`config.mk`:
```
export PLATFORM = sky130hd
export DESIGN_NAME = read_operation
export DESIGN_NICKNAME = d
export VERILOG_FILES = /design/src/rtl/rf_pkg.sv /design/src/rtl/mux8_dw.sv /design/src/rtl/read_operation.sv
export SDC_FILE = /design/constraint.sdc
export NUM_CORES = 1
export LEC_CHECK = 0
export CAP_MARGIN = 20
export CORE_AREA = 2 2 125 127
export DETAILED_ROUTE_END_ITERATION = 10
export DIE_AREA = 0 0 127 129
export SYNTH_ARGS = -nofsm -noshare
export SYNTH_HDL_FRONTEND = slang
export SYNTH_HIERARCHICAL = 1
export SYNTH_SLANG_ARGS = --single-unit
```
`constraint.sdc`:
```
create_clock -name clk -period 3.5 [get_ports clk]
set_clock_uncertainty 0.2 [all_clocks]
set_input_delay 1.05 -clock clk [delete_from_list [all_inputs] [get_ports clk]]
set_output_delay 1.05 -clock clk [all_outputs]
set_load 0.03 [all_outputs]
```
`src/rtl/rf_pkg.sv`:
```
// Shared constants for the 8-entry register file read port.
package rf_pkg;
    localparam int DATA_W   = 32;
    localparam int ADDR_W   = 3;
    localparam int NUM_REGS = 8;

    localparam logic [ADDR_W-1:0] REG0 = 3'd0;
    localparam logic [ADDR_W-1:0] REG1 = 3'd1;
    localparam logic [ADDR_W-1:0] REG2 = 3'd2;
    localparam logic [ADDR_W-1:0] REG3 = 3'd3;
    localparam logic [ADDR_W-1:0] REG4 = 3'd4;
    localparam logic [ADDR_W-1:0] REG5 = 3'd5;
    localparam logic [ADDR_W-1:0] REG6 = 3'd6;
    localparam logic [ADDR_W-1:0] REG7 = 3'd7;
endpackage

```
`src/rtl/mux8_dw.sv`:
```
// 8:1 combinational multiplexer built as a tree of 2:1 stages (sel[0], then sel[1], then sel[2]).
module mux8_dw
    import rf_pkg::*;
#(
    parameter int DATA_W = rf_pkg::DATA_W
) (
    input  logic [ADDR_W-1:0]             sel_i,
    input  logic [NUM_REGS-1:0][DATA_W-1:0] d_i,
    output logic [DATA_W-1:0]             y_o
);

    // An unknown select yields all-X rather than letting a ternary merge equal bits.
    function automatic logic [DATA_W-1:0] mux2(
        input logic              s,
        input logic [DATA_W-1:0] a0,
        input logic [DATA_W-1:0] a1
    );
        case (s)
            1'b0:    mux2 = a0;
            1'b1:    mux2 = a1;
            default: mux2 = 'x;
        endcase
    endfunction

    logic [3:0][DATA_W-1:0] lvl1;
    logic [1:0][DATA_W-1:0] lvl2;

    always_comb begin
        for (int i = 0; i < 4; i++) begin
            lvl1[i] = mux2(sel_i[0], d_i[2*i], d_i[2*i+1]);
        end
        for (int j = 0; j < 2; j++) begin
            lvl2[j] = mux2(sel_i[1], lvl1[2*j], lvl1[2*j+1]);
        end
        y_o = mux2(sel_i[2], lvl2[0], lvl2[1]);
    end

endmodule

```
`src/rtl/read_operation.sv`:
```
// Register file read port: zero-latency mux output plus a one-cycle registered copy with valid flag.
module read_operation
    import rf_pkg::*;
#(
    parameter int DATA_W = rf_pkg::DATA_W,
    parameter int ADDR_W = rf_pkg::ADDR_W
) (
    input  logic              clk,
    input  logic              reset_n,
    input  logic [ADDR_W-1:0] Addr,
    input  logic [DATA_W-1:0] from_reg0,
    input  logic [DATA_W-1:0] from_reg1,
    input  logic [DATA_W-1:0] from_reg2,
    input  logic [DATA_W-1:0] from_reg3,
    input  logic [DATA_W-1:0] from_reg4,
    input  logic [DATA_W-1:0] from_reg5,
    input  logic [DATA_W-1:0] from_reg6,
    input  logic [DATA_W-1:0] from_reg7,
    output logic [DATA_W-1:0] Data,
    output logic [DATA_W-1:0] Data_q,
    output logic              Data_q_valid
);

    logic [NUM_REGS-1:0][DATA_W-1:0] regs;
    logic [DATA_W-1:0]               data_q_q;
    logic [DATA_W-1:0]               data_q_d;
    logic                            valid_q;
    logic                            valid_d;

    assign regs = {from_reg7, from_reg6, from_reg5, from_reg4,
                   from_reg3, from_reg2, from_reg1, from_reg0};

    mux8_dw #(
        .DATA_W(DATA_W)
    ) u_mux (
        .sel_i(Addr),
        .d_i  (regs),
        .y_o  (Data)
    );

    always_comb begin
        data_q_d = Data;
        valid_d  = 1'b1;
    end

    // Reset clears only the registered copy; Data keeps working during reset.
    always_ff @(posedge clk or negedge reset_n) begin
        if (!reset_n) begin
            data_q_q <= '0;
            valid_q  <= 1'b0;
        end else begin
            data_q_q <= data_q_d;
            valid_q  <= valid_d;
        end
    end

    assign Data_q       = data_q_q;
    assign Data_q_valid = valid_q;

endmodule

```
# Word level (Yosys, flattened, before mapping)
# Index checks and enable logic that the tools add are counted.
# word_totals
in_bits	261
reg_bits	33
wordCells	12
# op_classes
n_bitwise	3
n_mux	7
# op_table
operator	count
$pmux W32 S2	7
$not A1 Y1	3

# Logic depth before layout (Yosys ltp)
# Gate-level depths: netlist (run 1).
# logic_depth
word_depth	4
depth_mapped	4
depth_no_buf	2

# Cells and area by module
# The synthesis (run 1) kept the hierarchy.
# modules_own_cells
mod	cells_per_inst	n_inst	area_each_um2
mux8_dw	114	1	2073.2
read_operation	34	1	829.5

# Worst setup path after synthesis (run 1)
# OpenSTA, ideal clock, no wires.
# synth_timing
path_type	input port to output port
from	input port Addr[0]
to	output port Data[10]
path_buffers	2
t_arrival_ns	2.236
required_time_ns	2.250
slack_ns	0.014
path_stages	4
path_cell_list	buf_6 > buf_6 > mux4_1 > mux2_2
# synth_between
elab_chain_cells	4
elab_cells_between_ends	8
classes_between	7 x mux; 1 x bitwise
# synth_lines
item	line	rtl
start: declaration	read_operation.sv:10	input logic [ADDR_W-1:0] Addr,
$not A1 Y1	mux8_dw.sv:18	case (s)
$pmux W32 S2 (2 in series)	mux8_dw.sv:18	
$pmux W32 S2 (*)	mux8_dw.sv:18	
end: declaration	read_operation.sv:19	output logic [DATA_W-1:0] Data,
# Every way passes the cells marked *; elsewhere a longest branch is shown, timed or not.

# Worst setup path in the final report (run 1)
# layout_timing
from	input port Addr[0]
to	output port Data[29]
# Same word-level chain as after synthesis.

==> results of run 1 <==
## per-layer routing
metal / track usage, % / vias up / wire length [um]
met5: 0 / - / 0
met2: 33.97 / 179 / 8242
met4: 6.981 / 0 / 382
met3: 5.405 / 22 / 1291
met1: 20.28 / 1589 / 5565
li1: - / 1375 / -
## cell families (layout without fill, tap and decap cells)
logic type	count (synthesis)	in the layout
multiplexers	96	96
flip-flops	33	33
buffers and inverters	18	379
other	1	1
## flip-flops by register name, summed over array words and instances, names as in the netlist
register,flops
Data_q_valid,1
Data_q,32
## worst min path at each step
stage | cells past startpoint | end | slack, ps | start
after global placement | 1 | Data_q[30] | 1040 | reset_n
final | 1 | Data_q[30] | 700 | reset_n
after floorplan | 0 | Data_q[0] | 550 | reset_n
after global routing | 1 | Data_q[30] | 770 | reset_n
after CTS | 1 | Data_q[26] | 720 | reset_n
after detailed placement | 1 | Data_q[26] | 1040 | reset_n
## stage by stage
stage	cells	setup WS [ps]
2_1_floorplan	148	14.02
3_3_place_gp	668	-660.6
3_5_place_dp	668	-672.3
4_1_cts	697	-157.4
5_1_grt	697	-196.2
6_report	697	-161.0
## layout make-up
class	count	area [um2]
Clock buffer	8	136.4
Fill cell	1408	8023
Multi-Input combinational cell	97	1933
Sequential cell	33	825.8
Tap cell	188	235.2
Timing Repair Buffer	371	3824
## Yosys cell counts
cell,instances,area (um2)
clkbuf_1,2,7.510
mux4_1,40,1051
mux2_2,32,360.4
buf_1,8,30.03
conb_1,1,3.750
dfrtp_1,33,825.8
buf_2,1,5.000
mux4_2,24,540.5
buf_6,7,78.83
## placed cells by master (no fill, tap or decap)
master,count
dlygate4sd2_1,90
dlymetal6s2s_1,10
buf_8,2
buf_4,23
dfrtp_1,33
clkdlybuf4s50_1,189
mux4_1,2
buf_2,3
buf_12,9
conb_1,1
mux2_4,32
buf_16,7
clkbuf_1,3
clkbuf_16,5
buf_6,38
mux4_2,62
## repair_timing
action	CTS	global route
hold endpoints to repair	0	0
endpoints found under the setup margin	32	32
buffers inserted	15	1
resized for setup	359	14
cloned	6	0
## worst max-delay path, stage by stage
cell	delay, ps
buf_16	160
buf_16	140
buf_8	110
mux4_2	490
mux2_4	290
buf_6	150
## report_power, final
| part | switching (uW) | leakage [uW] | internal, uW |
|---|---|---|---|
| combinational | 436 | 0.00257 | 646 |
| clock | 187 | 0.0000652 | 266 |
| sequential | 12.6 | 0.000385 | 429 |
==> results.json, run 1 <==
{
  "status": "finished with violations",
  "antenna_found_initial": 0,
  "port_buffers": 325,
  "grt_pass1_vias": 3736,
  "grt_pass1_wl_mm": 22.20,
  "finalPower_uw": 1976,
  "cp.arrival_ps": 2410,
  "min_period_over_period_pct": 104.6,
  "synthSimpleGateAreaFrac_pct": 0,
  "p_leak_uw": 0.003015,
  "dr.pass1.iters": 6,
  "dp_hpwl_mm": 11.65,
  "syn_to_final_growth_pct": 139.6,
  "wirelength_mm": 15.48,
  "rsz0062_at_grt": "yes",
  "final_area_um2": 6954,
  "max-slew-margin-rel_pct": 38.26,
  "cts_buffer_depth": 2,
  "ios": 326,
  "synthMuxAreaShare_pct": 67.24,
  "grtUsageTotal_pct": 18.51,
  "maxSlewViolCount": 0,
  "ys_types": 9,
  "rows": 45,
  "netlist_area_um2": 2903,
  "synth-seq-cells": 33,
  "syn_area_per_cell_um2": 19.61,
  "tightest_slew_ps": 926.2,
  "powerDensity_nw_per_um2": 284.1,
  "ys.warnings.count": 6,
  "wire_per_inst_um": 22.21,
  "num_antenna_cells": 0,
  "die_w_um": 127,
  "grt_max_degree": 34,
  "dpl-instance-area_um2": 6497,
  "final_layout_size_suffix_gt1_share_pct": 35.56,
  "detail-route-antenna-nets": 0,
  "synthAdderAreaFrac_pct": 0,
  "critical_path_class": "in2out",
  "fin_util_pct": 46.43,
  "endpoint": "Data[29]",
  "drt_iter0_markers": 116,
  "core_um2": 14980,
  "violations": "negative setup slack",
  "ctsHoldBuffers": 0,
  "synth_seq_area_share_pct": 28.45,
  "initial_utilization_pct": 19.38,
  "setup_viol": 32,
  "cap_violations": 0,
  "synth_compound_area_share_pct": 0,
  "fmax_ghz": 0.2732,
  "die_y_um": 129,
  "hp-class": "in2async",
  "holdWs_ps": 701.1,
  "cp_max_fo": 8,
  "setup_tns_ps": -3614,
  "syn_nets": 409,
  "critPathLaunch": "Addr[0]",
  "dr_total_vias": 3165,
  "start_kind": "primary input",
  "required_ps": 2250,
  "hold_viol_final": 0,
  "ctsHtreeMaxLevel": 2,
  "synth_top_family_by_area": "multiplexers",
  "vias_per_cell": 4.541,
  "cts_tree": "built",
  "synthXorXnorAreaFrac_pct": 0,
  "cts_num_sinks": 33,
  "fin_crit_ps": 3661,
  "setup_slack_ps": -161.0,
  "cts_buffers": 5,
  "netlist_instances": 148,
  "grt-ovfl-total": 0,
  "path_clk_slew_ps": 60,
  "end_kind": "output pin",
  "drc": 0,
  "final_nets": 769,
  "fp.dieArea_um2": 16380,
  "ir_drop_uv": 157.6,
  "cts_root_buffer": "clkbuf_16",
  "place_congestion": 0.8190
}
Power figures use the tool's default switching activity.
==> inputs of run 2 (changes only) <==
--- a/config.mk
+++ b/config.mk
@@ -9,6 +9,7 @@
 export CORE_AREA = 2 2 125 127
 export DETAILED_ROUTE_END_ITERATION = 10
 export DIE_AREA = 0 0 127 129
+export RECOVER_POWER = 50
 export SYNTH_ARGS = -nofsm -noshare
 export SYNTH_HDL_FRONTEND = slang
 export SYNTH_HIERARCHICAL = 1
==> results.json, run 2 (synthesized netlist as in run 1, its figures left out) <==
{
  "met2_usage_pct": 33.97,
  "cts_buffers": 5,
  "max_stage_delay_ps": 490,
  "max-slew-margin-rel_pct": -49.53,
  "hold_viol_final": 0,
  "cp_max_fo": 8,
  "top_usage_layer": "met2",
  "min_period_over_period_pct": 104.6,
  "hp-class": "in2reg",
  "fp.dieArea_um2": 16380,
  "antenna_found_initial": 0,
  "rows": 45,
  "mostFrequentLayoutCells": "189 x clkdlybuf4s50_1, 90 x dlygate4sd2_1, 62 x mux4_2, 38 x buf_6, 33 x dfrtp_1",
  "switching_share_pct": 32.25,
  "final_area_um2": 6945,
  "syn_to_final_growth_pct": 139.3,
  "layout_commonest_cell": "clkdlybuf4s50_1",
  "place_congestion": 0.8190,
  "dp_cells": 668,
  "rsz0062_at_grt": "yes",
  "detail-route-antenna-nets": 0,
  "cp.arrival_ps": 2410,
  "slowest_stage": "mux4_2",
  "cap_violations": 1,
  "die_w_um": 127,
  "grt_max_degree": 34,
  "status": "finished with violations",
  "fin_crit_ps": 3661,
  "required_ps": 2250,
  "p_int_uw": 1337,
  "critPathTopFamily": "multiplexers",
  "critical_path_class": "in2out",
  "seq_power_share_pct": 22.4,
  "dpl-instance-area_um2": 6497,
  "met3_usage_pct": 5.405,
  "dr.pass1.iters": 7,
  "p_leak_uw": 0.003004,
  "start_kind": "primary input",
  "grtUsageTotal_pct": 18.51,
  "wirelength_mm": 15.49,
  "final_nets": 769,
  "largest_reg_flops": 32,
  "grt-ovfl-total": 0,
  "final_layout_size_suffix_gt1_share_pct": 34.97,
  "fin_util_pct": 46.37,
  "crit_buf_inv": 4,
  "end_kind": "output pin",
  "maxSlewViolCount": 34,
  "combPwrFrac_pct": 54.6,
  "drc": 0,
  "cts_num_sinks": 33,
  "port_buffers": 325,
  "setup_slack_ps": -160.7,
  "cts_buffer_depth": 2,
  "holdPathEnd": "Data_q[18]",
  "vias_per_cell": 4.539,
  "powerDensity_nw_per_um2": 284.2,
  "wire_per_inst_um": 22.22,
  "dr_total_vias": 3164,
  "fin_cells": 697,
  "grt_pass1_wl_mm": 22.20,
  "violations": "max-capacitance violations, max-slew violations, negative setup slack",
  "cts_root_buffer": "clkbuf_16",
  "setup_tns_ps": -3743,
  "ctsHtreeMaxLevel": 2,
  "path_clk_slew_ps": 60,
  "grt_pass1_vias": 3736,
  "cts_tree": "built",
  "fmax_ghz": 0.2732,
  "num_antenna_cells": 0,
  "drt_iter0_markers": 109,
  "holdWs_ps": 1046,
  "whs_path_depth": 3,
  "ios": 326,
  "met1_usage_pct": 20.28,
  "crit_path_frequent_cell": "buf_16",
  "hp-start": "from_reg7[18]",
  "switchingPower_uw": 636.5,
  "clkPwrFrac_pct": 23.0,
  "tightest_slew_ps": 2243,
  "path_cells": "buf_16 > buf_16 > buf_8 > mux4_2 > mux2_4 > buf_6",
  "ir_drop_uv": 157.6,
  "die_y_um": 129,
  "core_um2": 14980,
  "initial_utilization_pct": 19.38,
  "setup_viol": 32,
  "critPathLaunch": "Addr[0]",
  "dp_hpwl_mm": 11.65
}
[run 2: power by group through the flow]
stage	clock network, uW	registers (uW)	logic, uW
global placement	0	447	976
floorplan	0	549	323
CTS	474	442	1090
finish	454	441	1080
detailed placement	0	449	985
global route	486	446	1130
[run 2: routing by layer]
layer / vias to the layer above / part of all wire, %
met1: 1589 / 36
met4: 0 / 2.5
li1: 1376 / -
met2: 177 / 53
met3: 22 / 8.3
met5: - / 0
[run 2: metrics by stage]
step	setup slack, ps	power (uW)
6_report	-160.7	1974
5_1_grt	-196.2	2062
4_1_cts	-157.4	2008
3_5_place_dp	-672.3	1433
3_3_place_gp	-660.6	1423
2_1_floorplan	14.02	871.2
[run 2: worst max path at each step]
| stage | to | slack [ps] | cells after the start |
|---|---|---|---|
| 5_1_grt | Data[24] | -200 | 6 |
| 4_1_cts | Data[21] | -160 | 6 |
| 3_3_place_gp | Data[7] | -660 | 5 |
| 6_report | Data[29] | -160 | 6 |
| 3_5_place_dp | Data[9] | -670 | 5 |
| 2_1_floorplan | Data[10] | 10 | 4 |
[run 2: layout make-up]
class	instances	area, um2
timing repair buffer	371	3822
multi-input combinational	97	1926
sequential	33	825.8
clock buffer	8	136.4
tap	188	235.2
fill	1406	8031
[run 2: timing repair]
action	CTS	global route
hold buffers	0	0
gates resized for setup	359	14
cloned	6	0
endpoints found under the setup margin	32	32
buffers inserted	15	1
